**config.mk**
```make
export PLATFORM = sky130hd
export DESIGN_NAME = i2c_target_regs
export DESIGN_NICKNAME = d
export VERILOG_FILES = /design/src/rtl/i2c_target_regs.sv
export SDC_FILE = /design/constraint.sdc
export NUM_CORES = 1
export LEC_CHECK = 0
export CELL_PAD_IN_SITES_DETAIL_PLACEMENT = 0
export CELL_PAD_IN_SITES_GLOBAL_PLACEMENT = 1
export CORE_UTILIZATION = 49
export CTS_BUF_LIST = sky130_fd_sc_hd__clkbuf_8
export CTS_CLUSTER_DIAMETER = 30
export CTS_CLUSTER_SIZE = 20
export DETAILED_ROUTE_END_ITERATION = 10
export GPL_TIMING_DRIVEN = 0
export MAX_ROUTING_LAYER = met4
export PLACE_DENSITY_LB_ADDON = 0.08
export SETUP_SLACK_MARGIN = 0.05
export SLEW_MARGIN = 20
export SYNTH_ARGS = -nofsm -noshare
export SYNTH_HDL_FRONTEND = slang
export SYNTH_SLANG_ARGS = --single-unit
export TNS_END_PERCENT = 50
```
**constraint.sdc**
```tcl
create_clock -name system_clk -period 3.3 [get_ports system_clk]
set_input_delay 0.33 -clock system_clk [delete_from_list [all_inputs] [get_ports system_clk]]
set_output_delay 0.33 -clock system_clk [all_outputs]
set_load 0.05 [all_outputs]
```
**src/rtl/i2c_target_regs.sv**
```systemverilog
// I2C target giving access to NUM_REGS 8-bit registers through an auto-incrementing pointer.
// Define I2C_TARGET_GLITCH_FILTER_EN to add a 3-sample majority filter on SCL and SDA.
module i2c_target_regs #(
    parameter logic [6:0] DEVICE_ADDR = 7'h71,
    parameter int         NUM_REGS    = 8,
    parameter int         PTR_W       = $clog2(NUM_REGS)
) (
    input  logic             system_clk,
    input  logic             rst_n,
    input  logic             scl_in,
    input  logic             sda_in,
    output logic             sda_oe,
    output logic             reg_wr_en,
    output logic [PTR_W-1:0] reg_addr,
    output logic [7:0]       reg_wr_data,
    input  logic [7:0]       reg_rd_data,
    output logic             busy
);

    typedef enum logic [3:0] {
        IDLE,
        ADDR,
        ADDR_ACK,
        PTR,
        PTR_ACK,
        WDATA,
        WDATA_ACK,
        RDATA,
        RDATA_ACK,
        IGNORE
    } state_t;

    logic [1:0] scl_sync_q;
    logic [1:0] sda_sync_q;
    logic       scl_s;
    logic       sda_s;

    always_ff @(posedge system_clk or negedge rst_n) begin
        if (!rst_n) begin
            scl_sync_q <= 2'b11;
            sda_sync_q <= 2'b11;
        end else begin
            scl_sync_q <= {scl_sync_q[0], scl_in};
            sda_sync_q <= {sda_sync_q[0], sda_in};
        end
    end

`ifdef I2C_TARGET_GLITCH_FILTER_EN
    logic [1:0] scl_hist_q;
    logic [1:0] sda_hist_q;
    logic       scl_filt_q;
    logic       sda_filt_q;

    // A level is accepted only once two of the last three samples agree.
    always_ff @(posedge system_clk or negedge rst_n) begin
        if (!rst_n) begin
            scl_hist_q <= 2'b11;
            sda_hist_q <= 2'b11;
            scl_filt_q <= 1'b1;
            sda_filt_q <= 1'b1;
        end else begin
            scl_hist_q <= {scl_hist_q[0], scl_sync_q[1]};
            sda_hist_q <= {sda_hist_q[0], sda_sync_q[1]};
            scl_filt_q <= (scl_sync_q[1] & scl_hist_q[0])
                        | (scl_sync_q[1] & scl_hist_q[1])
                        | (scl_hist_q[0] & scl_hist_q[1]);
            sda_filt_q <= (sda_sync_q[1] & sda_hist_q[0])
                        | (sda_sync_q[1] & sda_hist_q[1])
                        | (sda_hist_q[0] & sda_hist_q[1]);
        end
    end

    assign scl_s = scl_filt_q;
    assign sda_s = sda_filt_q;
`else
    assign scl_s = scl_sync_q[1];
    assign sda_s = sda_sync_q[1];
`endif

    logic       scl_d1_q;
    logic       sda_d1_q;
    logic       scl_rise;
    logic       scl_fall;
    logic       start_det;
    logic       stop_det;

    state_t     state_q,   state_d;
    logic [3:0] bitcnt_q,  bitcnt_d;
    logic [7:0] shift_q,   shift_d;
    logic [PTR_W-1:0] ptr_q, ptr_d;
    logic       sda_oe_q,  sda_oe_d;
    logic       wr_en_q,   wr_en_d;
    logic [7:0] wr_data_q, wr_data_d;
    logic       busy_q,    busy_d;
    logic       mack_q,    mack_d;

    assign scl_rise  = scl_s & ~scl_d1_q;
    assign scl_fall  = ~scl_s & scl_d1_q;
    // SCL must be high on both samples so a data edge racing SCL low is not a condition.
    assign start_det = scl_s & scl_d1_q & ~sda_s & sda_d1_q;
    assign stop_det  = scl_s & scl_d1_q & sda_s & ~sda_d1_q;

    function automatic logic [PTR_W-1:0] ptr_inc(input logic [PTR_W-1:0] p);
        if (p == PTR_W'(NUM_REGS - 1)) begin
            return '0;
        end
        return p + 1'b1;
    endfunction

    always_comb begin
        state_d   = state_q;
        bitcnt_d  = bitcnt_q;
        shift_d   = shift_q;
        ptr_d     = ptr_q;
        sda_oe_d  = sda_oe_q;
        wr_en_d   = 1'b0;
        wr_data_d = wr_data_q;
        busy_d    = busy_q;
        mack_d    = mack_q;

        if (wr_en_q) begin
            ptr_d = ptr_inc(ptr_q);
        end

        if (stop_det) begin
            state_d  = IDLE;
            bitcnt_d = '0;
            sda_oe_d = 1'b0;
            busy_d   = 1'b0;
        end else if (start_det) begin
            state_d  = ADDR;
            bitcnt_d = '0;
            sda_oe_d = 1'b0;
        end else begin
            unique case (state_q)
                IDLE: begin
                    sda_oe_d = 1'b0;
                end
                ADDR: begin
                    if (scl_rise) begin
                        shift_d  = {shift_q[6:0], sda_s};
                        bitcnt_d = bitcnt_q + 4'd1;
                    end else if (scl_fall && bitcnt_q == 4'd8) begin
                        bitcnt_d = '0;
                        if (shift_q[7:1] == DEVICE_ADDR) begin
                            state_d  = ADDR_ACK;
                            sda_oe_d = 1'b1;
                            busy_d   = 1'b1;
                        end else begin
                            state_d  = IGNORE;
                            sda_oe_d = 1'b0;
                            busy_d   = 1'b0;
                        end
                    end
                end
                ADDR_ACK: begin
                    if (scl_fall) begin
                        bitcnt_d = '0;
                        if (shift_q[0]) begin
                            state_d  = RDATA;
                            shift_d  = reg_rd_data;
                            sda_oe_d = ~reg_rd_data[7];
                        end else begin
                            state_d  = PTR;
                            sda_oe_d = 1'b0;
                        end
                    end
                end
                PTR: begin
                    if (scl_rise) begin
                        shift_d  = {shift_q[6:0], sda_s};
                        bitcnt_d = bitcnt_q + 4'd1;
                    end else if (scl_fall && bitcnt_q == 4'd8) begin
                        bitcnt_d = '0;
                        if ({1'b0, shift_q} < 9'(NUM_REGS)) begin
                            state_d  = PTR_ACK;
                            ptr_d    = shift_q[PTR_W-1:0];
                            sda_oe_d = 1'b1;
                        end else begin
                            state_d  = IGNORE;
                            sda_oe_d = 1'b0;
                        end
                    end
                end
                PTR_ACK, WDATA_ACK: begin
                    if (scl_fall) begin
                        state_d  = WDATA;
                        bitcnt_d = '0;
                        sda_oe_d = 1'b0;
                    end
                end
                WDATA: begin
                    if (scl_rise) begin
                        shift_d  = {shift_q[6:0], sda_s};
                        bitcnt_d = bitcnt_q + 4'd1;
                    end else if (scl_fall && bitcnt_q == 4'd8) begin
                        state_d   = WDATA_ACK;
                        bitcnt_d  = '0;
                        wr_en_d   = 1'b1;
                        wr_data_d = shift_q;
                        sda_oe_d  = 1'b1;
                    end
                end
                RDATA: begin
                    if (scl_rise) begin
                        bitcnt_d = bitcnt_q + 4'd1;
                    end else if (scl_fall && bitcnt_q == 4'd8) begin
                        state_d  = RDATA_ACK;
                        bitcnt_d = '0;
                        sda_oe_d = 1'b0;
                    end else if (scl_fall) begin
                        shift_d  = {shift_q[6:0], 1'b0};
                        sda_oe_d = ~shift_q[6];
                    end
                end
                RDATA_ACK: begin
                    // Advancing on the ACK rise lets reg_rd_data settle before the reload.
                    if (scl_rise) begin
                        mack_d = sda_s;
                        if (!sda_s) begin
                            ptr_d = ptr_inc(ptr_q);
                        end
                    end else if (scl_fall) begin
                        bitcnt_d = '0;
                        if (!mack_q) begin
                            state_d  = RDATA;
                            shift_d  = reg_rd_data;
                            sda_oe_d = ~reg_rd_data[7];
                        end else begin
                            state_d  = IGNORE;
                            sda_oe_d = 1'b0;
                        end
                    end
                end
                IGNORE: begin
                    sda_oe_d = 1'b0;
                end
                default: begin
                    state_d  = IDLE;
                    sda_oe_d = 1'b0;
                end
            endcase
        end
    end

    always_ff @(posedge system_clk or negedge rst_n) begin
        if (!rst_n) begin
            scl_d1_q  <= 1'b1;
            sda_d1_q  <= 1'b1;
            state_q   <= IDLE;
            bitcnt_q  <= '0;
            shift_q   <= '0;
            ptr_q     <= '0;
            sda_oe_q  <= 1'b0;
            wr_en_q   <= 1'b0;
            wr_data_q <= '0;
            busy_q    <= 1'b0;
            mack_q    <= 1'b1;
        end else begin
            scl_d1_q  <= scl_s;
            sda_d1_q  <= sda_s;
            state_q   <= state_d;
            bitcnt_q  <= bitcnt_d;
            shift_q   <= shift_d;
            ptr_q     <= ptr_d;
            sda_oe_q  <= sda_oe_d;
            wr_en_q   <= wr_en_d;
            wr_data_q <= wr_data_d;
            busy_q    <= busy_d;
            mack_q    <= mack_d;
        end
    end

    assign sda_oe      = sda_oe_q;
    assign reg_wr_en   = wr_en_q;
    assign reg_addr    = ptr_q;
    assign reg_wr_data = wr_data_q;
    assign busy        = busy_q;

endmodule

```
Yosys cells after proc, flatten, opt, wreduce, memory -nomap -nowiden
Cells that the tools add are included.
W data, S select, Z words.
{ "classes": {"n_addsub": 2, "n_lt_le_gt_ge": 1, "n_eq_ne": 38, "n_mux": 83, "bitwise": 16, "n_reduce_logical": 19} }
{ "op_table": {"columns": ["cell", "count"], "rows": [
  ["$mux W4", 23],
  ["$mux W8", 9],
  ["$ne A4 B4 Y1 const B", 12],
  ["$mux W3", 12],
  ["$mux W1", 34],
  ["$pmux W4 S8", 1],
  ["$pmux W8 S4", 1],
  ["$reduce_and A12 Y1", 2],
  ["$eq A4 B3 Y1 const B", 4],
  ["$ne A2 B2 Y1 const B", 8],
  ["$reduce_and A13 Y1", 1],
  ["$eq A4 B4 Y1 const B", 3],
  ["$pmux W4 S3", 1],
  ["$reduce_and A11 Y1", 1],
  ["$not A1 Y1", 9],
  ["$eq A4 B2 Y1 const B", 2],
  ["$lt A8 B4 Y1 const B", 1],
  ["$reduce_and A4 Y1", 2],
  ["$and A1 B1 Y1", 7],
  ["$eq A7 B7 Y1 const B", 1],
  ["$pmux W1 S7", 1],
  ["$ne A2 B1 Y1 const B", 3],
  ["$pmux W3 S2", 1],
  ["$reduce_or A3 Y1", 2],
  ["16 further kinds", 18]
]} }
{ "word_totals": {"regBits": 37, "in_bits": 12, "out_inout_bits": 14, "elab_cells": 173} }

Depth between registers and ports, before layout
{ "depth": {"word_depth": 13, "depth_mapped": 7, "ltp_nobuf": 7} }

Least setup slack after synthesis
No wires, ideal clock.
{ "synth_timing": {"path_kind": "reg-to-reg", "startpoint": "reg scl_sync_q[1]", "endpoint": "reg shift_q[1]", "setup_time_ps": 125, "t_arrival_ps": 1815, "required_ps": 3175, "path_slack_ps": 1360, "path_stages_with_launch": 7, "n_path_buf": 1, "period_less_slack_ps": 1940, "cell_sequence": "dfstp_2 -> nor2b_1 -> clkbuf_1 -> a32o_1 -> a22oi_2 -> nor3_4 -> mux2_2"} }
{ "synth_between": {"elab_chain_len": 5, "word_cells_on_any_way": 19, "classes_between": "eq/ne (7); bitwise (10); reduce/logical (2)"} }
{ "synth_lines": {"columns": ["element", "line_no", "text"], "rows": [
  ["from (decl)", "33", "logic [1:0] scl_sync_q;"],
  ["from (signal assigned)", "43", "scl_sync_q <= {scl_sync_q[0], scl_in};"],
  ["$not A1 Y1 / $and A1 B1 Y1 (equally long branches)", "98, 100, 101", null],
  ["$and A1 B1 Y1 (on tied branches)", "98, 100, 101", null],
  ["$logic_and A1 B1 Y1 (tied with other cells)", "207", "end else if (scl_fall && bitcnt_q == 4'd8) begin"],
  ["$ne A2 B2 Y1 (no line) / $not A1 Y1 (equally long branches)", null, null],
  ["$reduce_and A12 Y1 (no line) *", null, null],
  ["to (signal assigned)", "264", "shift_q <= shift_d;"],
  ["to (decl)", "89", "logic [7:0] shift_q, shift_d;"]
]} }
Mark *: on every way between the ends. The rest lies on a longest branch, timed or not.
A chain may end at the register's enable or synchronous reset.

Worst setup path in the final report
{ "layout_timing": {"startpoint": "reg scl_d1_q", "endpoint": "reg wr_data_q[4], in the netlist reg_wr_data[4]"} }
{ "layout_between": {"elab_chain_len": 5, "word_cells_on_any_way": 13, "classes_between": "bitwise (11); reduce/logical (2)"} }
{ "layout_lines": {"columns": ["element", "line_no", "text"], "rows": [
  ["from (decl)", "80", "logic scl_d1_q;"],
  ["from (signal assigned)", "260", "scl_d1_q <= scl_s;"],
  ["$and A1 B1 Y1", "100, 101", null],
  ["$and A1 B1 Y1 (on tied branches) (2 in series)", "101, 100", null],
  ["$not A1 Y1 (no line)", null, null],
  ["$reduce_and A5 Y1 (no line) *", null, null],
  ["to (signal assigned)", "268", "wr_data_q <= wr_data_d;"],
  ["to (decl)", "93", "logic [7:0] wr_data_q, wr_data_d;"]
]} }
Marks and branches as above.

==> summary.md <==
| Metric | Value |
|---|---|
| Sw Pwr | `803.2 uW` |
| WL final | `~5800 um` |
| Sequential area share after synthesis | `0.4259` |
| Initial Utilization | `0.5296` |
| Vias/cell | `about 6.3` |
| Met3 wire length | `between 300 and 400 um` |
| Nets | `266` |
| All-Layer GR Usage | `0.2844` |
| Pint | `1.171 mW` |
| Count of unique library cells instantiated by Yosys | `just over 50` |
| Hold Crit Endpoint | `sda_sync_q[1]` |
| Fmax | `roughly 420 MHz` |
| Vias | `1882` |
| Worst min-delay path class | `register to register` |
| Crit Path Class | `register to register` |
| Final std cells w/o fill | `about 300` |
| Mapped Cells | `approximately 220` |
| Final core occ | `0.6410` |
| Routed met2 length | `about 2800 um` |
| Gpl congestion | `~1` |
| Synthesis-stage register bit count | `37` |
| Final Total Pwr | `1.974 mW` |
| Insertion delay to the later sink of the worst-skew pair | `approximately 0.3 ns` |
| Fillcell total | `approximately 340` |
| Max FO, Critical Path | `9` |
| Antenna violations before repair | `0` |
| Top FF cell, synth | `dfrtp_1` |
| CP cell instances | `nor2b_1 > nand3_1 > nor3_2 > mux2_2` |
| Worst-Margin Slew | `0.7961 ns` |
| TritonCTS clock tree | `done` |
| RSZ-0062 raised after global routing | `no` |
| Hold Path Cell Cnt | `0` |
| Status | `completed` |
| Buffers on Ports | `25` |
| Die Y | `between 60 and 70 um` |
| Crit-path leading delay family | `simple AND/OR/NAND/NOR gates` |
| Final Cycle Share | `0.7234` |
| DP Wirelength | `between 4000 and 5000 um` |
| Setup Total Neg Slack | `0 ns` |
| Routed WL per cell | `between 15 and 20 um` |
| Worst path slowest cell | `nor3_2` |
| Remaining global-route overflow | `0` |
| Net Count, Synth | `approximately 230` |
| Setup violators final | `0` |
| Antenna cells | `0` |
| Layout cells sized above 1 | `0.2072` |
| Mapped Area | `between 2000 and 2500 sq um` |
| Sw Ratio | `0.4068` |
| Area leader, netlist | `dfrtp_1` |
| Area growth, synth to finish | `21.04%` |
| Combinational group share of total power | `0.455` |
| CP max stage delay | `0.64 ns` |
| RR Endpoint | `reg_wr_data[4]` |
| Die Wd | `68.93 um` |
| Number of remaining DRC errors | `0` |
| IO Count | `26` |
| # rows | `23` |
| Clk sinks | `37` |
| VDD IR-drop max | `roughly 350 uV` |
| Worst-path clk slew | `roughly 0.070 ns` |
| Largest net degree at the start of global routing | `21` |
| PD cells | `around 740 nW/um^2` |
| Die ar. | `approximately 4800 sq um` |
| Worst min-delay path startpoint | `sda_sync_q[0]` |
| Final hold violations | `0` |
| Mapped Avg Cell Area | `10.16 sq um` |
| Number of synthesized flops with an enable pin | `0` |
| WP buf/inv | `0` |
| Final-report max-slew violation count | `0` |
| Startpoint types | `register` |
| Metal-1 WL | `roughly 2500 um` |
| Max Buffers Root-to-Sink | `2` |
| Reg2reg start | `scl_d1_q` |
| Top-area cell type share of the netlist area | `0.3421` |
| Highest metal used | `met4` |
| Async set-reset flop share out of synthesis | `1.000` |
| Synth warnings | `0` |
| Post-route minimum period | `around 2.4 ns` |
| Synth area leaders | `dfrtp_1 34%, mux2_2 12%, dfstp_2 8.4%` |
| Reg2Reg Setup Slack | `between 0.9 and 1 ns` |
| Placed Instances | `between 200 and 300` |
| Iteration count of the initial detailed-routing pass | `5` |
| DP Area | `2530 sq um` |
| Design Area, Final | `approximately 2700 sq um` |
| Clk pwr share | `0.209` |
| Slew margin rel. | `0.4664` |
| First-pass GRT wire length | `approximately 9400 um` |
| Leak pwr | `between 1 and 1.5 nW` |
| Worst R2R Path Depth | `4` |
| Vias in the first global route | `1816` |
| CTS Root Cell | `clkbuf_8` |
| Setup crit end kind | `register` |
| Clock Skews | `0.01270 ns` |
| Sequential power share | `0.336` |
| Num CTS Buffers | `5` |
| Post-route ant nets | `0` |
| Arrival @ worst endpoint | `2.57 ns` |
| Worst Path Required | `3.48 ns` |
| Core footprint | `a little over 4000 sq um` |
| H-tree depth | `2` |
| Drt first-iter violations | `221` |
| Max Cap Violations | `0` |
## placed cells by master, fill, tap and decap left out, types with 2 or more instances in the layout
cell and instances:
buf_2 6, clkdlybuf4s50_1 24, a31oi_1 3, dfstp_2 7
or3_1 2, mux2_2 23, inv_1 4, dfrtp_1 30
a32o_1 3, nor2b_1 4, a211oi_1 2, nand3_1 6
nand2b_1 5, a22o_1 6, a21oi_1 9, mux2i_1 7
nand2_1 17, o221ai_1 4, nor2_1 19, clkbuf_8 6
or4_1 3, xor2_1 2, and3_1 3, and3b_1 2
o21ai_0 13, nand4_1 2, o31ai_1 2, clkbuf_1 4
nor3b_1 3, ha_1 4
## area by class of cell
cell class,instances,area [sq um],area share
Multi-Input combinational cell,165,1194,0.4494
Sequential cell,37,934.6,0.3519
Timing Repair Buffer,27,282.8,0.1065
Clock buffer,6,82.58,0.03109
Tap cell,50,62.56,0.02355
Buffer,11,55.05,0.02073
Clock inverter,2,33.78,0.01272
Inverter,3,11.26,0.004239
## how the worst max path moves through the flow
stage	end	cells after the start	slack [ns]	from
finish	reg_wr_data[4]	4	0.91	scl_d1_q
global route	reg_wr_data[4]	4	0.85	scl_d1_q
CTS	reg_wr_data[4]	4	1.0	scl_d1_q
detailed placement	reg_wr_data[4]	4	0.99	scl_d1_q
global placement	reg_wr_data[5]	4	1.01	scl_d1_q
floorplan	shift_q[1]	6	1.36	scl_sync_q[1]
## kinds of logic (layout without fill, tap and decap cells)
kind of cell    Yosys count  after routing  synth area share
simple gates             78             78            0.2013
fa+ha+maj                 4              4           0.02281
xor+xnor                  2              2          0.007983
buf+inv                  14             49           0.03021
flops                    37             37            0.4259
compound gates           51             51            0.1619
mux                      30             30            0.1499
## worst register-to-register path: cells and delay by family, from the launching register on
family           cells  cell delay, ns
muxes                1            0.42
and+or+nand+nor      3            1.31
DFF                  1            0.55
## metrics by stage
step           hold WS [ns]  worst slack, ns
2_1_floorplan       0.03441            1.360
3_3_place_gp         0.3465            1.008
3_5_place_dp         0.2944           0.9898
4_1_cts              0.3510           0.9989
5_1_grt              0.3539           0.8454
6_report             0.3481           0.9129
## routing by layer
metal / track usage / up-vias
li1: - / 874
met1: 0.3703 / 915
met2: 0.4357 / 85
met3: 0.06908 / 8
met4: 0.08929 / 0
met5: - / -
## Yosys cell counts (all sizes together) (2+ instances only)
library cell  number
a211oi             2
a21oi              9
a22o               6
a31oi              3
a32o               3
and3               3
and3b              2
buf                7
clkbuf             4
dfrtp             30
dfstp              7
ha                 4
inv                3
mux2              23
mux2i              7
nand2             17
nand2b             5
nand3              6
nand4              2
nor2              20
nor2b              4
nor3               3
nor3b              3
o21ai             14
o221ai             4
o31ai              2
or3                2
or4                3
xor2               2
## power groups by stage
| stage | combinational [mW] | clock (mW) | sequential (mW) |
|---|---|---|---|
| 2_1_floorplan | 0.637 | 0 | 0.658 |
| 3_3_place_gp | 0.858 | 0 | 0.658 |
| 3_5_place_dp | 0.873 | 0 | 0.668 |
| 4_1_cts | 0.879 | 0.414 | 0.659 |
| 5_1_grt | 0.974 | 0.439 | 0.678 |
| 6_report | 0.899 | 0.413 | 0.662 |
## state kept, by name, indices dropped and copies added, names as in the netlist, 2 cells and up
signal and cells:
reg_wr_data 8, reg_addr 3, sda_sync_q 2, scl_sync_q 2, state_q 4, shift_q 8
bitcnt_q 4
## repair_timing
action	in CTS	in global routing
setup buffers	0	0
resized for setup	0	0
endpoints found under the hold margin	10	0
hold buffers	1	0
endpoints found under the setup margin	0	0
No activity file was read; power rests on OpenSTA's default activity.
